`config.mk`:
```
export PLATFORM = sky130hd
export DESIGN_NAME = key_repeat
export DESIGN_NICKNAME = d
export VERILOG_FILES = /design/src/rtl/key_repeat_pkg.sv /design/src/rtl/key_channel.sv /design/src/rtl/key_repeat.sv
export SDC_FILE = /design/constraint.sdc
export NUM_CORES = 1
export LEC_CHECK = 0
export ABC_AREA = 1
export ABC_CLOCK_PERIOD_IN_PS = 2400
export BUFFER_PORTS_ARGS = -buffer_cell sky130_fd_sc_hd__buf_4
export CAP_MARGIN = 20
export CORE_MARGIN = 2
export CORE_UTILIZATION = 55
export CTS_BUF_LIST = sky130_fd_sc_hd__clkbuf_8
export DETAILED_ROUTE_END_ITERATION = 8
export PLACE_DENSITY = 0.71
export SLEW_MARGIN = 20
export SYNTH_ARGS = -nofsm -noshare
export SYNTH_HDL_FRONTEND = slang
export SYNTH_SLANG_ARGS = --single-unit
```
`constraint.sdc`:
```
create_clock -name clk -period 2.4 [get_ports clk]
set_input_delay 0.36 -clock clk [delete_from_list [all_inputs] [get_ports clk]]
set_output_delay 0.36 -clock clk [all_outputs]
set_load 0.05 [all_outputs]
```
`src/rtl/key_repeat_pkg.sv`:
```
// Shared constants for the clock key conditioner:
// key indices, channel FSM encodings and 50 MHz timing defaults.
package key_repeat_pkg;

  localparam logic [1:0] KEY_MIN  = 2'd0;
  localparam logic [1:0] KEY_HOUR = 2'd1;

  localparam logic [2:0] ST_IDLE       = 3'd0;
  localparam logic [2:0] ST_PRESS_DB   = 3'd1;
  localparam logic [2:0] ST_PRESSED    = 3'd2;
  localparam logic [2:0] ST_REPEAT     = 3'd3;
  localparam logic [2:0] ST_RELEASE_DB = 3'd4;

  localparam int DEF_DEBOUNCE_CYC = 1000000;
  localparam int DEF_HOLD_CYC     = 25000000;
  localparam int DEF_REPEAT_CYC   = 10000000;
  localparam int DEF_CNT_W        = 25;

endpackage

```
`src/rtl/key_channel.sv`:
```
// One key: 2-flop synchronizer, debounce, press pulse
// and auto-repeat while held.
module key_channel
  import key_repeat_pkg::*;
#(
  parameter int DEBOUNCE_CYC = DEF_DEBOUNCE_CYC,
  parameter int HOLD_CYC     = DEF_HOLD_CYC,
  parameter int REPEAT_CYC   = DEF_REPEAT_CYC,
  parameter int CNT_W        = DEF_CNT_W
) (
  input  logic clk,
  input  logic clr,
  input  logic i_key,
  output logic o_pulse,
  output logic o_level,
  output logic o_held
);

  logic             r_s1;
  logic             r_s2;
  logic [2:0]       r_state;
  logic [CNT_W-1:0] r_cnt;
  logic             r_pulse;
  logic             r_level;
  logic             r_held;

  logic             w_db_done;
  logic             w_hold_done;
  logic             w_rep_done;
  logic [CNT_W-1:0] w_cnt_inc;

  assign w_db_done   = (r_cnt == CNT_W'(DEBOUNCE_CYC - 1));
  assign w_hold_done = (r_cnt == CNT_W'(HOLD_CYC - 1));
  assign w_rep_done  = (r_cnt == CNT_W'(REPEAT_CYC - 1));
  assign w_cnt_inc   = r_cnt + CNT_W'(1);

  // Release (s2 low) is tested first so it wins over any timer expiry.
  always_ff @(posedge clk) begin
    if (clr) begin
      r_s1    <= 1'b0;
      r_s2    <= 1'b0;
      r_state <= ST_IDLE;
      r_cnt   <= '0;
      r_pulse <= 1'b0;
      r_level <= 1'b0;
      r_held  <= 1'b0;
    end else begin
      r_s1    <= i_key;
      r_s2    <= r_s1;
      r_pulse <= 1'b0;
      unique case (r_state)
        ST_IDLE: begin
          if (r_s2) begin
            r_state <= ST_PRESS_DB;
            r_cnt   <= '0;
          end
        end
        ST_PRESS_DB: begin
          if (!r_s2) begin
            r_state <= ST_IDLE;
          end else if (w_db_done) begin
            r_state <= ST_PRESSED;
            r_cnt   <= '0;
            r_pulse <= 1'b1;
            r_level <= 1'b1;
          end else begin
            r_cnt <= w_cnt_inc;
          end
        end
        ST_PRESSED: begin
          if (!r_s2) begin
            r_state <= ST_RELEASE_DB;
            r_cnt   <= '0;
          end else if (w_hold_done) begin
            r_state <= ST_REPEAT;
            r_cnt   <= '0;
            r_pulse <= 1'b1;
            r_held  <= 1'b1;
          end else begin
            r_cnt <= w_cnt_inc;
          end
        end
        ST_REPEAT: begin
          if (!r_s2) begin
            r_state <= ST_RELEASE_DB;
            r_cnt   <= '0;
            r_held  <= 1'b0;
          end else if (w_rep_done) begin
            r_cnt   <= '0;
            r_pulse <= 1'b1;
          end else begin
            r_cnt <= w_cnt_inc;
          end
        end
        ST_RELEASE_DB: begin
          if (r_s2) begin
            r_state <= ST_PRESSED;
            r_cnt   <= '0;
          end else if (w_db_done) begin
            r_state <= ST_IDLE;
            r_level <= 1'b0;
          end else begin
            r_cnt <= w_cnt_inc;
          end
        end
        default: begin
          r_state <= ST_IDLE;
          r_cnt   <= '0;
        end
      endcase
    end
  end

  assign o_pulse = r_pulse;
  assign o_level = r_level;
  assign o_held  = r_held;

endmodule

```
`src/rtl/key_repeat.sv`:
```
// Conditions the raw set buttons for the clock core:
// one independent key_channel per key.
module key_repeat
  import key_repeat_pkg::*;
#(
  parameter int NUM_KEYS     = 2,
  parameter int DEBOUNCE_CYC = DEF_DEBOUNCE_CYC,
  parameter int HOLD_CYC     = DEF_HOLD_CYC,
  parameter int REPEAT_CYC   = DEF_REPEAT_CYC,
  parameter int CNT_W        = DEF_CNT_W
) (
  input  logic                clk,
  input  logic                clr,
  input  logic [NUM_KEYS-1:0] key_in,
  output logic [NUM_KEYS-1:0] key_pulse,
  output logic [NUM_KEYS-1:0] key_level,
  output logic [NUM_KEYS-1:0] key_held
);

  for (genvar g = 0; g < NUM_KEYS; g++) begin : g_ch
    key_channel #(
      .DEBOUNCE_CYC (DEBOUNCE_CYC),
      .HOLD_CYC     (HOLD_CYC),
      .REPEAT_CYC   (REPEAT_CYC),
      .CNT_W        (CNT_W)
    ) u_ch (
      .clk     (clk),
      .clr     (clr),
      .i_key   (key_in[g]),
      .o_pulse (key_pulse[g]),
      .o_level (key_level[g]),
      .o_held  (key_held[g])
    );
  end

endmodule

```
Word level (Yosys, flattened, before mapping) --
Index checks and enable logic that the tools add are counted.
Storage, ports and cells: logic and storage cells 138, output and inout port bits 6, register bits 66, input bits 4
Cells by class: add/sub/neg operators 2, equal/unequal tests 38, reductions and logical operators 14, mux-type cells 70
Operators by type and width (count):
- two-way mux 25 bit | 18
- case mux 25 bit (5 select lines) | 2
- adder 25 x 1 -> 25 bit (second input constant) | 2
- == test 25 x 20 -> 1 bit (second input constant) | 2
- == test 25 x 24 -> 1 bit (second input constant) | 2
- == test 25 bit (second input constant) | 2
- two-way mux 3 bit | 16
- case mux 3 bit (5 select lines) | 2
- two-way mux 1 bit | 26
- inequality test 2 x 1 -> 1 bit (second input constant) | 12
- AND reduction 5 bit | 4
- == test 3 x 2 -> 1 bit (second input constant) | 4
- inequality test 3 bit (second input constant) | 4
- inequality test 2 bit (second input constant) | 4
- case mux 1 bit (2 select lines) | 4
- AND reduction 4 bit | 2
- nonzero test 2 bit | 4
- == test 3 x 1 -> 1 bit (second input constant) | 2
- == test 3 bit (second input constant) | 2
- zero test 3 bit | 2
- inequality test 3 x 1 -> 1 bit (second input constant) | 2
- inequality test 3 x 2 -> 1 bit (second input constant) | 2
- case mux 1 bit (3 select lines) | 2
- AND reduction 3 bit | 2

Logic depth before layout (Yosys ltp) --
Gate-level depths: netlist of run 1.
word-level depth 4, gate-level depth with buffers 14, gate-level depth less buffers 12

By module --
A second synthesis of run 1 with hierarchy kept.
Unflattened totals: cells, all modules 832, area, all modules 4842.1 µm²
By module, submodules not included:
- key_channel at g_ch[0].u_ch | instances 1, sequential area each 660.6 µm², cells each 427, area each 2468.6 µm²
- key_channel at g_ch[1].u_ch | instances 1, sequential area each 660.6 µm², cells each 405, area each 2373.5 µm²

Worst setup path after synthesis of run 1 --
OpenSTA, ideal clock, no wires.
kind register to register, from register g_ch[0].u_ch.r_cnt[0], to register g_ch[0].u_ch.r_cnt[12], clock period less this slack 1.760 ns, slack 0.640 ns, required time 2.278 ns, setup time 0.122 ns, path buffers 1, stages on the path, launching flop included 12, data arrival time 1.638 ns, cell sequence dfxtp_1 ha_1 nand3_1 nor2_1 nand3_1 nand2_2 nand2_2 nor2_4 nand2_2 nand2_2 buf_12 nor2_4
On the way: cells in the longest elaborated chain, start to end 4, elaborated cells on any way between the ends 15, those cells by class 1 x add/sub; 4 x eq/ne; 9 x mux; 1 x reduce/logical
Ends and longest elaborated chain:
- from (decl) | RTL line key_channel.sv:22 | logic [CNT_W-1:0] r_cnt;
- from (signal assigned) | RTL line key_channel.sv:67 | r_cnt <= w_cnt_inc;
- from (signal assigned) | RTL line key_channel.sv:80 | r_cnt <= w_cnt_inc;
- from (signal assigned) | RTL line key_channel.sv:92 | r_cnt <= w_cnt_inc;
- adder 25 x 1 -> 25 bit (tied with other cells) | RTL line key_channel.sv:35 | assign w_cnt_inc = r_cnt + CNT_W'(1);
- two-way mux 25 bit, on equally long branches (2 in a row)
- case mux 25 bit (5 select lines) | RTL line key_channel.sv:51 | unique case (r_state)
Parallel ways exist; a longest one is shown, timed or not. The select of a mux whose other input is x is not followed. A chain may end at the register's enable or synchronous reset.

Worst setup path in the final report of run 1 --
from register g_ch[1].u_ch.r_cnt[0], to register g_ch[1].u_ch.r_cnt[22]
On the way: cells in the longest elaborated chain, start to end 4, elaborated cells on any way between the ends 15, those cells by class 1 x add/sub; 4 x eq/ne; 9 x mux; 1 x reduce/logical
Ends and longest elaborated chain (RTL line):
- from (decl) | key_channel.sv:22
- from (signal assigned) | key_channel.sv:67
- from (signal assigned) | key_channel.sv:80
- from (signal assigned) | key_channel.sv:92
- adder 25 x 1 -> 25 bit (tied with other cells) | key_channel.sv:35
- two-way mux 25 bit, on equally long branches (2 in a row)
- case mux 25 bit (5 select lines) | key_channel.sv:51
Parallel ways exist; a longest one is shown, timed or not. The select of a mux whose other input is x is not followed.

==> flow_summary_export.csv, run 1 <==
group,metric,value,unit
status,status,"finished, final reports clean",
grt,grt-ovfl-total,0,
die,rows,35,
cts,worstSkewPairLatency,0.35,ns
drt,wl,14200,um
sta,finalHoldViolations,0,
critical_path,r2r_start,"g_ch[1].u_ch.r_cnt[0]",
sta,finalSetupViolCount,0,
sta,finalCritPeriodShare,92.0,%
critical_path,r2r_slack,0.19,ns
pwr,power_density,634,mW/mm^2
critical_path,cp.required,2.62,ns
finish,antenna_cells,0,
drt,drt_first_pass_iters,7,
cts,clk_pin_slew,0.09,ns
die,io_pins,10,
sta,fin_crit,2.21,ns
logic_synthesis,synth_area_leaders,"dfxtp_1, nand2_1, nor2_1",
drt,ant_nets,0,
sta,slew_viol_final,0,
critical_path,critPathLaunchType,"flop",
cts,cts_sinks,66,
finish,finalNetCount,903,
critical_path,cp_max_fo,10,
critical_path,r2r-end,"g_ch[1].u_ch.r_cnt[22]",
critical_path,cp-endpoint,"g_ch[1].u_ch.r_cnt[22]",
critical_path,worstPathArrival,2.43,ns
logic_synthesis,ys_warn_count,0,
min_path,hp-class,"in -> reg",
finish,drive_above_1_share,8.87,%
finish,final_common_cell,"nand2_1",
finish,most-common-layout-cells,"nand2_1, nor2_1, inv_1",
sta,fin_setup_tns,0,ns
pwr,ir_worst_vdd,0.495,mV
placed_design,place_ws,0.202,ns
cts,post_cts_buffers,0,
logic_synthesis,synth_top_cell_area_share,25.9,%
logic_synthesis,avgSynthCellArea,5.68,um^2
drt,via_per_inst,5.49,
sta,finalClockSkew,0.0119,ns
drt,vias,5563,
grt,grt_antenna_before_repair,0,
critical_path,r2r_cells,8,
cts,cts.htree.levels,3,
die,die_area,0.0101,mm^2
logic_synthesis,syn_area,0.00510,mm^2
sta,tightest_slew,0.528,ns
grt,track_usage,29.3,%
cts,clk_root_buffer_cell,"clkbuf_8",
critical_path,crit_path_end_kind,"flop",
cts,cts_tree,"built",
pwr,p_leak,2.17,nW
grt,grt_pass1_vias,5029,
sta,fmax,0.453,GHz
finish,areaGrowthSynthToFinish,6.30,%
placed_design,gp_congestion,1.03,
finish,final_util,59.5,%
run,maxCapViolations,0,
die,die_h,100,um
logic_synthesis,seq_area_frac_synth,25.9,%
drt,drtIter0Drc,265,
cts,clock_path_buffers,2,
logic_synthesis,ys_types,34,
die,fp.dieW,100,um
critical_path,worstSetupPathType,"reg -> reg",
grt,grt_max_degree,33,
logic_synthesis,synth_seq_cells,66,
drt,wl_per_cell,14.0,um
cts,cts_resized,0,
cts,cts_hold_buf,0,
placed_design,dpl-instance-area,0.00520,mm^2
die,core-area,0.00911,mm^2
die,initial_utilization,56.0,%
logic_synthesis,synth_top_area_cell,"dfxtp_1",
sta,fin_ws,0.192,ns
sta,grt_setup_unrepaired,"false",
critical_path,startpoint,"g_ch[1].u_ch.r_cnt[0]",
grt,grt_pass1_wl,23600,um
drt,drc,0,
logic_synthesis,post_synth_inst_count,899,
placed_design,port_buffers,9,
placed_design,dp_hpwl,11000,um
cts,numCtsBuffers,9,
finish,post-route-cell-area,0.00542,mm^2
logic_synthesis,syn-num-nets,905,
sta,slew_headroom,64.5,%
-- worst max-delay path, cell delays in order (launching register included) --
cell	delay [ns]
dfxtp_1	0.41
ha_1	0.26
nand3_2	0.15
nor2_4	0.19
nand4_1	0.21
nand2_1	0.18
nand4_1	0.40
nand2_1	0.20
a21oi_1	0.08
-- report_power, final --
group          switching [mW]  leakage (nW)  internal [mW]  total, mW
sequential             0.0718         0.533           1.14       1.21
clock                   0.505         0.106          0.594       1.10
combinational           0.831          1.53          0.301       1.13
total                    1.41          2.17           2.03       3.44
-- routing by layer --
metal	vias up	GRT usage (%)	wire, um
met3	55	4.74	642
met2	171	48.8	6780
li1	2816	-	-
met4	0	17.1	729
met5	-	0	0
met1	2521	35.6	6030
-- synthesized netlist by cell type --
library cell	count
a21oi_1	40
nand2_2	8
nor3_1	12
o21bai_1	2
inv_4	1
inv_1	107
ha_1	2
xnor2_1	2
nand3b_1	5
o21ai_0	21
buf_2	15
nand3_2	3
nand4_4	1
nand2_4	1
buf_4	7
nand2_1	277
buf_6	1
nor4_1	7
o21ai_1	2
nand4_1	30
o21a_1	1
dfxtp_1	66
nand3_1	61
nor2_4	15
nor2_1	175
nor2_2	7
xor2_1	9
o211ai_1	2
or2_2	2
buf_12	1
nor3_2	1
inv_2	8
and3_1	2
clkbuf_1	5
-- per-stage QoR --
stage	total power, mW	std cells	hold WS (ns)
floorplan	2.12	899	0.388
global placement	2.34	997	0.390
detailed placement	2.35	997	0.402
CTS	3.45	1013	0.199
global route	3.66	1013	0.202
finish	3.44	1013	0.216
-- sequential cells by signal, summed over array words and instances, names as in the netlist --
| signal | flops |
|---|---|
| g_ch.u_ch.r_state | 6 |
| g_ch.u_ch.o_level | 2 |
| g_ch.u_ch.o_held | 2 |
| g_ch.u_ch.r_cnt | 50 |
| g_ch.u_ch.r_s2 | 2 |
| g_ch.u_ch.o_pulse | 2 |
| g_ch.u_ch.r_s1 | 2 |
-- cells by family after synthesis --
kind of cell    count (synthesis)  synth area share [%]
xor+xnor                       11                  1.89
fa+ha+maj                       2                 0.490
buf+inv                       145                  12.1
compound gates                 68                  6.91
flops                          66                  25.9
simple gates                  607                  52.7
-- worst min-delay path by stage --
stage,from,to,slack [ns],cells past startpoint
6_report,key_in[1],g_ch[1].u_ch.r_s1,0.22,3
5_1_grt,key_in[0],g_ch[0].u_ch.r_s1,0.20,3
4_1_cts,key_in[1],g_ch[1].u_ch.r_s1,0.20,3
3_5_place_dp,g_ch[0].u_ch.r_s1,g_ch[0].u_ch.r_s2,0.40,2
3_3_place_gp,g_ch[1].u_ch.r_s1,g_ch[1].u_ch.r_s2,0.39,2
2_1_floorplan,g_ch[0].u_ch.r_s1,g_ch[0].u_ch.r_s2,0.39,2
-- cell type report --
type / instances / area [um^2]
Multi-Input combinational cell: 688 / 3170
Clock inverter: 7 / 101
Clock buffer: 9 / 124
Timing Repair Buffer: 16 / 133
Inverter: 116 / 438
Sequential cell: 66 / 1320
Tap cell: 111 / 139
Fill cell: 934 / 3680
Note: power is estimated with default switching activity, not from simulation.
==> run 2, diff against run 1 <==
--- a/config.mk
+++ b/config.mk
@@ -6,14 +6,14 @@
 export NUM_CORES = 1
 export LEC_CHECK = 0
 export ABC_AREA = 1
-export ABC_CLOCK_PERIOD_IN_PS = 2400
+export ABC_CLOCK_PERIOD_IN_PS = 1900
 export BUFFER_PORTS_ARGS = -buffer_cell sky130_fd_sc_hd__buf_4
 export CAP_MARGIN = 20
 export CORE_MARGIN = 2
 export CORE_UTILIZATION = 55
 export CTS_BUF_LIST = sky130_fd_sc_hd__clkbuf_8
 export DETAILED_ROUTE_END_ITERATION = 8
-export PLACE_DENSITY = 0.71
+export PLACE_DENSITY = 0.74
 export SLEW_MARGIN = 20
 export SYNTH_ARGS = -nofsm -noshare
 export SYNTH_HDL_FRONTEND = slang
==> constraint.sdc (replaced) <==
create_clock -name clk -period 1.9 [get_ports clk]
set_input_delay 0.285 -clock clk [delete_from_list [all_inputs] [get_ports clk]]
set_output_delay 0.285 -clock clk [all_outputs]
set_load 0.05 [all_outputs]
==> flow_summary_export.csv, run 2 (same netlist as run 1, synthesis figures left out) <==
group,metric,value,unit
finish,drive_above_1_share,18.8,%
finish,final_common_cell,"nand2_1",
cts,numCtsBuffers,9,
sta,grt_setup_unrepaired,"true",
grt,grtUsageMet2,54.3,%
sta,slew_headroom,72.0,%
critical_path,crit_top_cell,"nand2_1",
die,rows,35,
cts,worstSkewPairLatency,0.36,ns
grt,grt_max_degree,33,
die,core-area,0.00911,mm^2
min_path,hp-class,"in -> reg",
grt,grt_antenna_before_repair,0,
drt,wl,15500,um
critical_path,r2r-end,"g_ch[1].u_ch.o_held",
critical_path,r2r_slack,0.1,ns
sta,finalCritPeriodShare,95.0,%
critical_path,r2r_cells,9,
grt,track_usage,31.0,%
drt,drt_first_pass_iters,5,
min_path,min_path_cells,3,
critical_path,critPathLaunchType,"flop",
finish,finalNetCount,954,
critical_path,worstPathCellList,"nand3_4 > nor2_4 > nand4_1 > buf_4 > or2_2 > nand2_1 > nand2_1 > nand3_1 > nand2_1",
sta,finalSetupViolCount,0,
pwr,power_density,787,mW/mm^2
finish,regMostFlops,"g_ch.u_ch.r_cnt",
sta,finalClockSkew,0.0105,ns
drt,vias,5797,
finish,antenna_cells,0,
critical_path,critPathBufInv,1,
pwr,ir_worst_vdd,0.613,mV
die,fp.dieW,100,um
grt,grt-ovfl-total,0,
cts,cts_hold_buf,0,
die,initial_utilization,56.0,%
placed_design,port_buffers,9,
grt,use_met1,34.8,%
sta,tightest_slew,0.419,ns
drt,drtIter0Drc,283,
critical_path,cp_max_fo,6,
finish,most-common-layout-cells,"nand2_1, nor2_1, inv_1",
finish,largest_reg_flops,50,
min_path,holdPathEnd,"g_ch[0].u_ch.r_s1",
critical_path,worstSetupPathType,"reg -> reg",
finish,areaGrowthSynthToFinish,17.6,%
die,io_pins,10,
die,die_h,100,um
sta,finalHoldViolations,0,
sta,fin_crit,1.80,ns
placed_design,dp_cells,1044,
grt,met3_usage,5.08,%
cts,clock_path_buffers,2,
min_path,min_from,"key_in[0]",
drt,drc,0,
critical_path,cp.required,2.16,ns
finish,post-route-cell-area,0.00600,mm^2
finish,final_cells,1064,
placed_design,gp_congestion,0.945,
critical_path,r2r_start,"g_ch[1].u_ch.r_cnt[2]",
critical_path,cp_top_family,"simple AND/OR/NAND/NOR gates",
drt,via_per_inst,5.45,
grt,grt_pass1_vias,5486,
placed_design,dpl-instance-area,0.00559,mm^2
sta,fmax,0.554,GHz
drt,ant_nets,0,
critical_path,critPathSlowestCell,"dfxtp_1",
critical_path,max_stage_delay,0.49,ns
grt,grt.busiest_layer,"met2",
cts,clk_pin_slew,0.08,ns
status,status,"finished, final reports clean",
grt,grt_pass1_wl,24800,um
critical_path,worstPathArrival,2.07,ns
cts,cts_sinks,66,
cts,clk_root_buffer_cell,"clkbuf_8",
placed_design,dp_hpwl,11800,um
cts,cts_tree,"built",
die,die_area,0.0101,mm^2
cts,cts.htree.levels,3,
finish,top_regs,"g_ch.u_ch.r_cnt x50, g_ch.u_ch.r_state x6",
drt,wl_per_cell,14.5,um
sta,slew_viol_final,0,
run,maxCapViolations,0,
pwr,totalPowerFinal,4.72,mW
critical_path,crit_path_end_kind,"flop",
pwr,p_leak,2.47,nW
[run 2: layout make-up]
type	count	area, um^2
clock inverter	7	100
inverter	116	438
fill	844	3110
timing repair buffer	67	571
sequential	66	1350
multi-input combinational	688	3270
clock buffer	9	124
tap	111	139
[run 2: how the worst max path moves through the flow]
stage | start | cells past startpoint | end | slack [ns]
3_5_place_dp | g_ch[1].u_ch.r_cnt[0] | 10 | g_ch[1].u_ch.o_held | -0.03
4_1_cts | g_ch[1].u_ch.r_cnt[0] | 10 | g_ch[1].u_ch.o_held | 0.002
3_3_place_gp | g_ch[1].u_ch.r_cnt[0] | 10 | g_ch[1].u_ch.o_held | 0.03
5_1_grt | g_ch[1].u_ch.r_cnt[17] | 14 | g_ch[1].u_ch.r_cnt[1] | -0.03
2_1_floorplan | g_ch[0].u_ch.r_cnt[0] | 11 | g_ch[0].u_ch.r_cnt[12] | 0.14
6_report | g_ch[1].u_ch.r_cnt[2] | 9 | g_ch[1].u_ch.o_held | 0.1
[run 2: worst reg2reg max path: cells and delay by family (launching register included)]
family | cells | cell delay (ns)
buf+inv | 1 | 0.20
flops | 1 | 0.49
simple gates | 8 | 1.01
[run 2: what timing repair did]
action	CTS	global route
cloned	0	1
buffers inserted	0	3
pin swaps	1	5
endpoints found under the setup margin	4	55
hold endpoints to repair	0	0
gates resized for setup	2	55
[run 2: layer usage]
layer / up-vias / wire (um)
met5: - / 0
met4: 0 / 806
met3: 66 / 832
met2: 210 / 7580
met1: 2599 / 6260
li1: 2922 / -
[run 2: through the flow]
step                      hold WS, ns  TNS [ns]  setup slack, ns  utilization [%]
after detailed placement        0.400   -0.0275          -0.0275             61.3
after CTS                       0.127         0          0.00185             63.8
after global routing            0.137    -0.152          -0.0350             65.9
after floorplan                 0.388         0            0.140                -
after global placement          0.394         0           0.0330             61.3
final                           0.133         0           0.0952             65.9
[run 2: power breakdown]
| part | switching [mW] | internal (mW) |
|---|---|---|
| Combinational | 1.16 | 0.636 |
| Sequential | 0.101 | 1.44 |
| Clock | 0.629 | 0.750 |
==> run 3, diff against run 2 <==
--- a/config.mk
+++ b/config.mk
@@ -6,14 +6,14 @@
 export NUM_CORES = 1
 export LEC_CHECK = 0
 export ABC_AREA = 1
-export ABC_CLOCK_PERIOD_IN_PS = 1900
+export ABC_CLOCK_PERIOD_IN_PS = 2200
 export BUFFER_PORTS_ARGS = -buffer_cell sky130_fd_sc_hd__buf_4
 export CAP_MARGIN = 20
 export CORE_MARGIN = 2
-export CORE_UTILIZATION = 55
+export CORE_UTILIZATION = 50
 export CTS_BUF_LIST = sky130_fd_sc_hd__clkbuf_8
 export DETAILED_ROUTE_END_ITERATION = 8
-export PLACE_DENSITY = 0.74
+export PLACE_DENSITY = 0.66
 export SLEW_MARGIN = 20
 export SYNTH_ARGS = -nofsm -noshare
 export SYNTH_HDL_FRONTEND = slang
==> constraint.sdc (replaced) <==
create_clock -name clk -period 2.2 [get_ports clk]
set_input_delay 0.33 -clock clk [delete_from_list [all_inputs] [get_ports clk]]
set_output_delay 0.33 -clock clk [all_outputs]
set_load 0.05 [all_outputs]
==> flow_summary_export.csv, run 3 (same netlist as run 1, synthesis figures left out) <==
group,metric,value,unit
drt,drc,0,
critical_path,r2r_slack,0.21,ns
drt,wl,14300,um
pwr,p_leak,2.23,nW
cts,cts.htree.levels,3,
finish,drive_above_1_share,10.5,%
pwr,power_density,676,mW/mm^2
pwr,p_int,2.15,mW
finish,final_common_cell,"nand2_1",
pwr,p_sw_share,42.5,%
sta,hold_ws,0.174,ns
critical_path,worstPathArrival,2.24,ns
grt,grt_pass1_wl,24100,um
critical_path,critPathLaunchType,"flop",
critical_path,r2r_cells,9,
die,io_pins,10,
sta,tightest_slew,0.508,ns
finish,largest_reg_flops,50,
sta,slew_viol_final,0,
grt,grt_antenna_before_repair,0,
critical_path,r2r_start,"g_ch[0].u_ch.r_state[0]",
finish,top_regs,"g_ch.u_ch.r_cnt x50, g_ch.u_ch.r_state x6",
sta,finalCritPeriodShare,90.3,%
grt,grt_max_degree,33,
die,die_area,0.0110,mm^2
drt,vias,5612,
cts,cts_tree,"built",
sta,fin_ws,0.213,ns
placed_design,port_buffers,9,
die,fp.dieW,105,um
pwr,p_seq_share,35.0,%
drt,via_per_inst,5.35,
finish,final_cells,1048,
placed_design,gp_congestion,0.966,
critical_path,critPathSlowestCell,"dfxtp_1",
grt,grt_pass1_vias,5025,
sta,finalClockSkew,0.0149,ns
finish,finalNetCount,916,
pwr,ir_worst_vdd,0.471,mV
critical_path,startpoint,"g_ch[0].u_ch.r_state[0]",
min_path,hp-class,"in -> reg",
cts,cts_sinks,66,
finish,fillers,1019,
critical_path,crit_path_end_kind,"flop",
finish,post-route-cell-area,0.00554,mm^2
cts,cts_resized,0,
grt,grt-ovfl-total,0,
cts,clk_pin_slew,0.08,ns
sta,fmax,0.503,GHz
cts,post_cts_buffers,0,
critical_path,cp_max_fo,17,
drt,wl_per_cell,13.6,um
critical_path,max_stage_delay,0.40,ns
min_path,min_path_cells,3,
critical_path,worstSetupPathType,"reg -> reg",
min_path,holdPathEnd,"g_ch[1].u_ch.r_s1",
die,core-area,0.00982,mm^2
pwr,pwr-share-clk,29.4,%
min_path,min_from,"key_in[1]",
sta,fin_setup_tns,0,ns
pwr,net-switching-power,1.59,mW
drt,drtIter0Drc,553,
placed_design,place_ws,0.0815,ns
sta,fin_crit,1.99,ns
finish,multiInputGateArea,0.00318,mm^2
die,die_h,105,um
grt,track_usage,26.6,%
critical_path,worstPathCellList,"nor2_2 > nand2_1 > nor2_2 > nand3_2 > nand2_4 > buf_4 > o21ai_0 > o21ai_0 > nor2_4",
cts,numCtsBuffers,9,
sta,finalHoldViolations,0,
die,rows,36,
sta,finalSetupViolCount,0,
finish,antenna_cells,0,
placed_design,dpl-instance-area,0.00532,mm^2
critical_path,cp.required,2.45,ns
cts,worstSkewPairLatency,0.36,ns
die,initial_utilization,52.0,%
finish,most-common-layout-cells,"nand2_1, nor2_1, inv_1",
finish,areaGrowthSynthToFinish,8.53,%
cts,clock_path_buffers,2,
cts,clk_root_buffer_cell,"clkbuf_8",
pwr,comb_power_share,35.5,%
status,status,"finished, final reports clean",
finish,regMostFlops,"g_ch.u_ch.r_cnt",
placed_design,dp_hpwl,10800,um
cts,cts_hold_buf,0,
critical_path,r2r-end,"g_ch[0].u_ch.r_cnt[12]",
drt,ant_nets,0,
placed_design,dp_cells,1032,
drt,drt_first_pass_iters,6,
finish,register_area,0.00132,mm^2
run,maxCapViolations,0,
sta,slew_headroom,65.9,%
sta,grt_setup_unrepaired,"false",
[run 3: cell types whose count changed in the layout (fill, tap and decap cells not counted), moves of 3 or more]
cell	delta
clkinvlp_4	+4
buf_12	-3
buf_4	-34
nor2_1	+8
dfxtp_2	-25
inv_1	+5
inv_2	-5
dfxtp_1	+25
nor2_4	-4
nor2_2	-4
[run 3: per-stage QoR]
| step | utilization [%] | total power [mW] |
|---|---|---|
| after floorplan | - | 2.32 |
| after global placement | 54.2 | 2.62 |
| after detailed placement | 54.2 | 2.63 |
| after CTS | 56.2 | 3.72 |
| after global routing | 56.4 | 3.96 |
| final | 56.4 | 3.74 |
[run 3: how the worst max path moves through the flow]
stage,endpoint,slack [ns]
after floorplan,g_ch[0].u_ch.r_cnt[12],0.44
after global placement,g_ch[1].u_ch.r_cnt[14],0.20
after CTS,g_ch[1].u_ch.r_cnt[13],0.07
after global routing,g_ch[0].u_ch.r_cnt[14],0.03
after detailed placement,g_ch[1].u_ch.r_cnt[11],0.08
final,g_ch[0].u_ch.r_cnt[12],0.21
[run 3: worst max-delay path: cells and delay by family, from the launching register on]
kind                   cells  cell delay, ns
DFF                        1            0.40
buffers and inverters      1            0.24
and+or+nand+nor            6            0.99
AOI/OAI and AO/OA          2            0.24
[run 3: per-layer routing]
layer	wire length [um]	vias up	global-route usage, %
met4	140	0	4.95
met3	1440	15	5.68
met2	5940	271	39.6
met5	0	-	0
met1	6760	2491	39.7
li1	-	2835	-
[run 3: power by group through the flow]
| stage | Combinational [mW] | Sequential [mW] | Clock [mW] |
|---|---|---|---|
| 6_report | 1.33 | 1.31 | 1.10 |
| 5_1_grt | 1.48 | 1.32 | 1.17 |
| 4_1_cts | 1.29 | 1.31 | 1.12 |
| 3_5_place_dp | 1.29 | 1.34 | 0 |
| 3_3_place_gp | 1.28 | 1.34 | 0 |
| 2_1_floorplan | 1.02 | 1.30 | 0 |
[run 3: layout make-up]
cell class | count | area share (%)
clock inverter | 7 | 1.40
multi-input combinational | 688 | 57.4
tap | 133 | 3.00
timing repair buffer | 29 | 4.16
clock buffer | 9 | 2.24
sequential | 66 | 23.9
inverter | 116 | 7.91
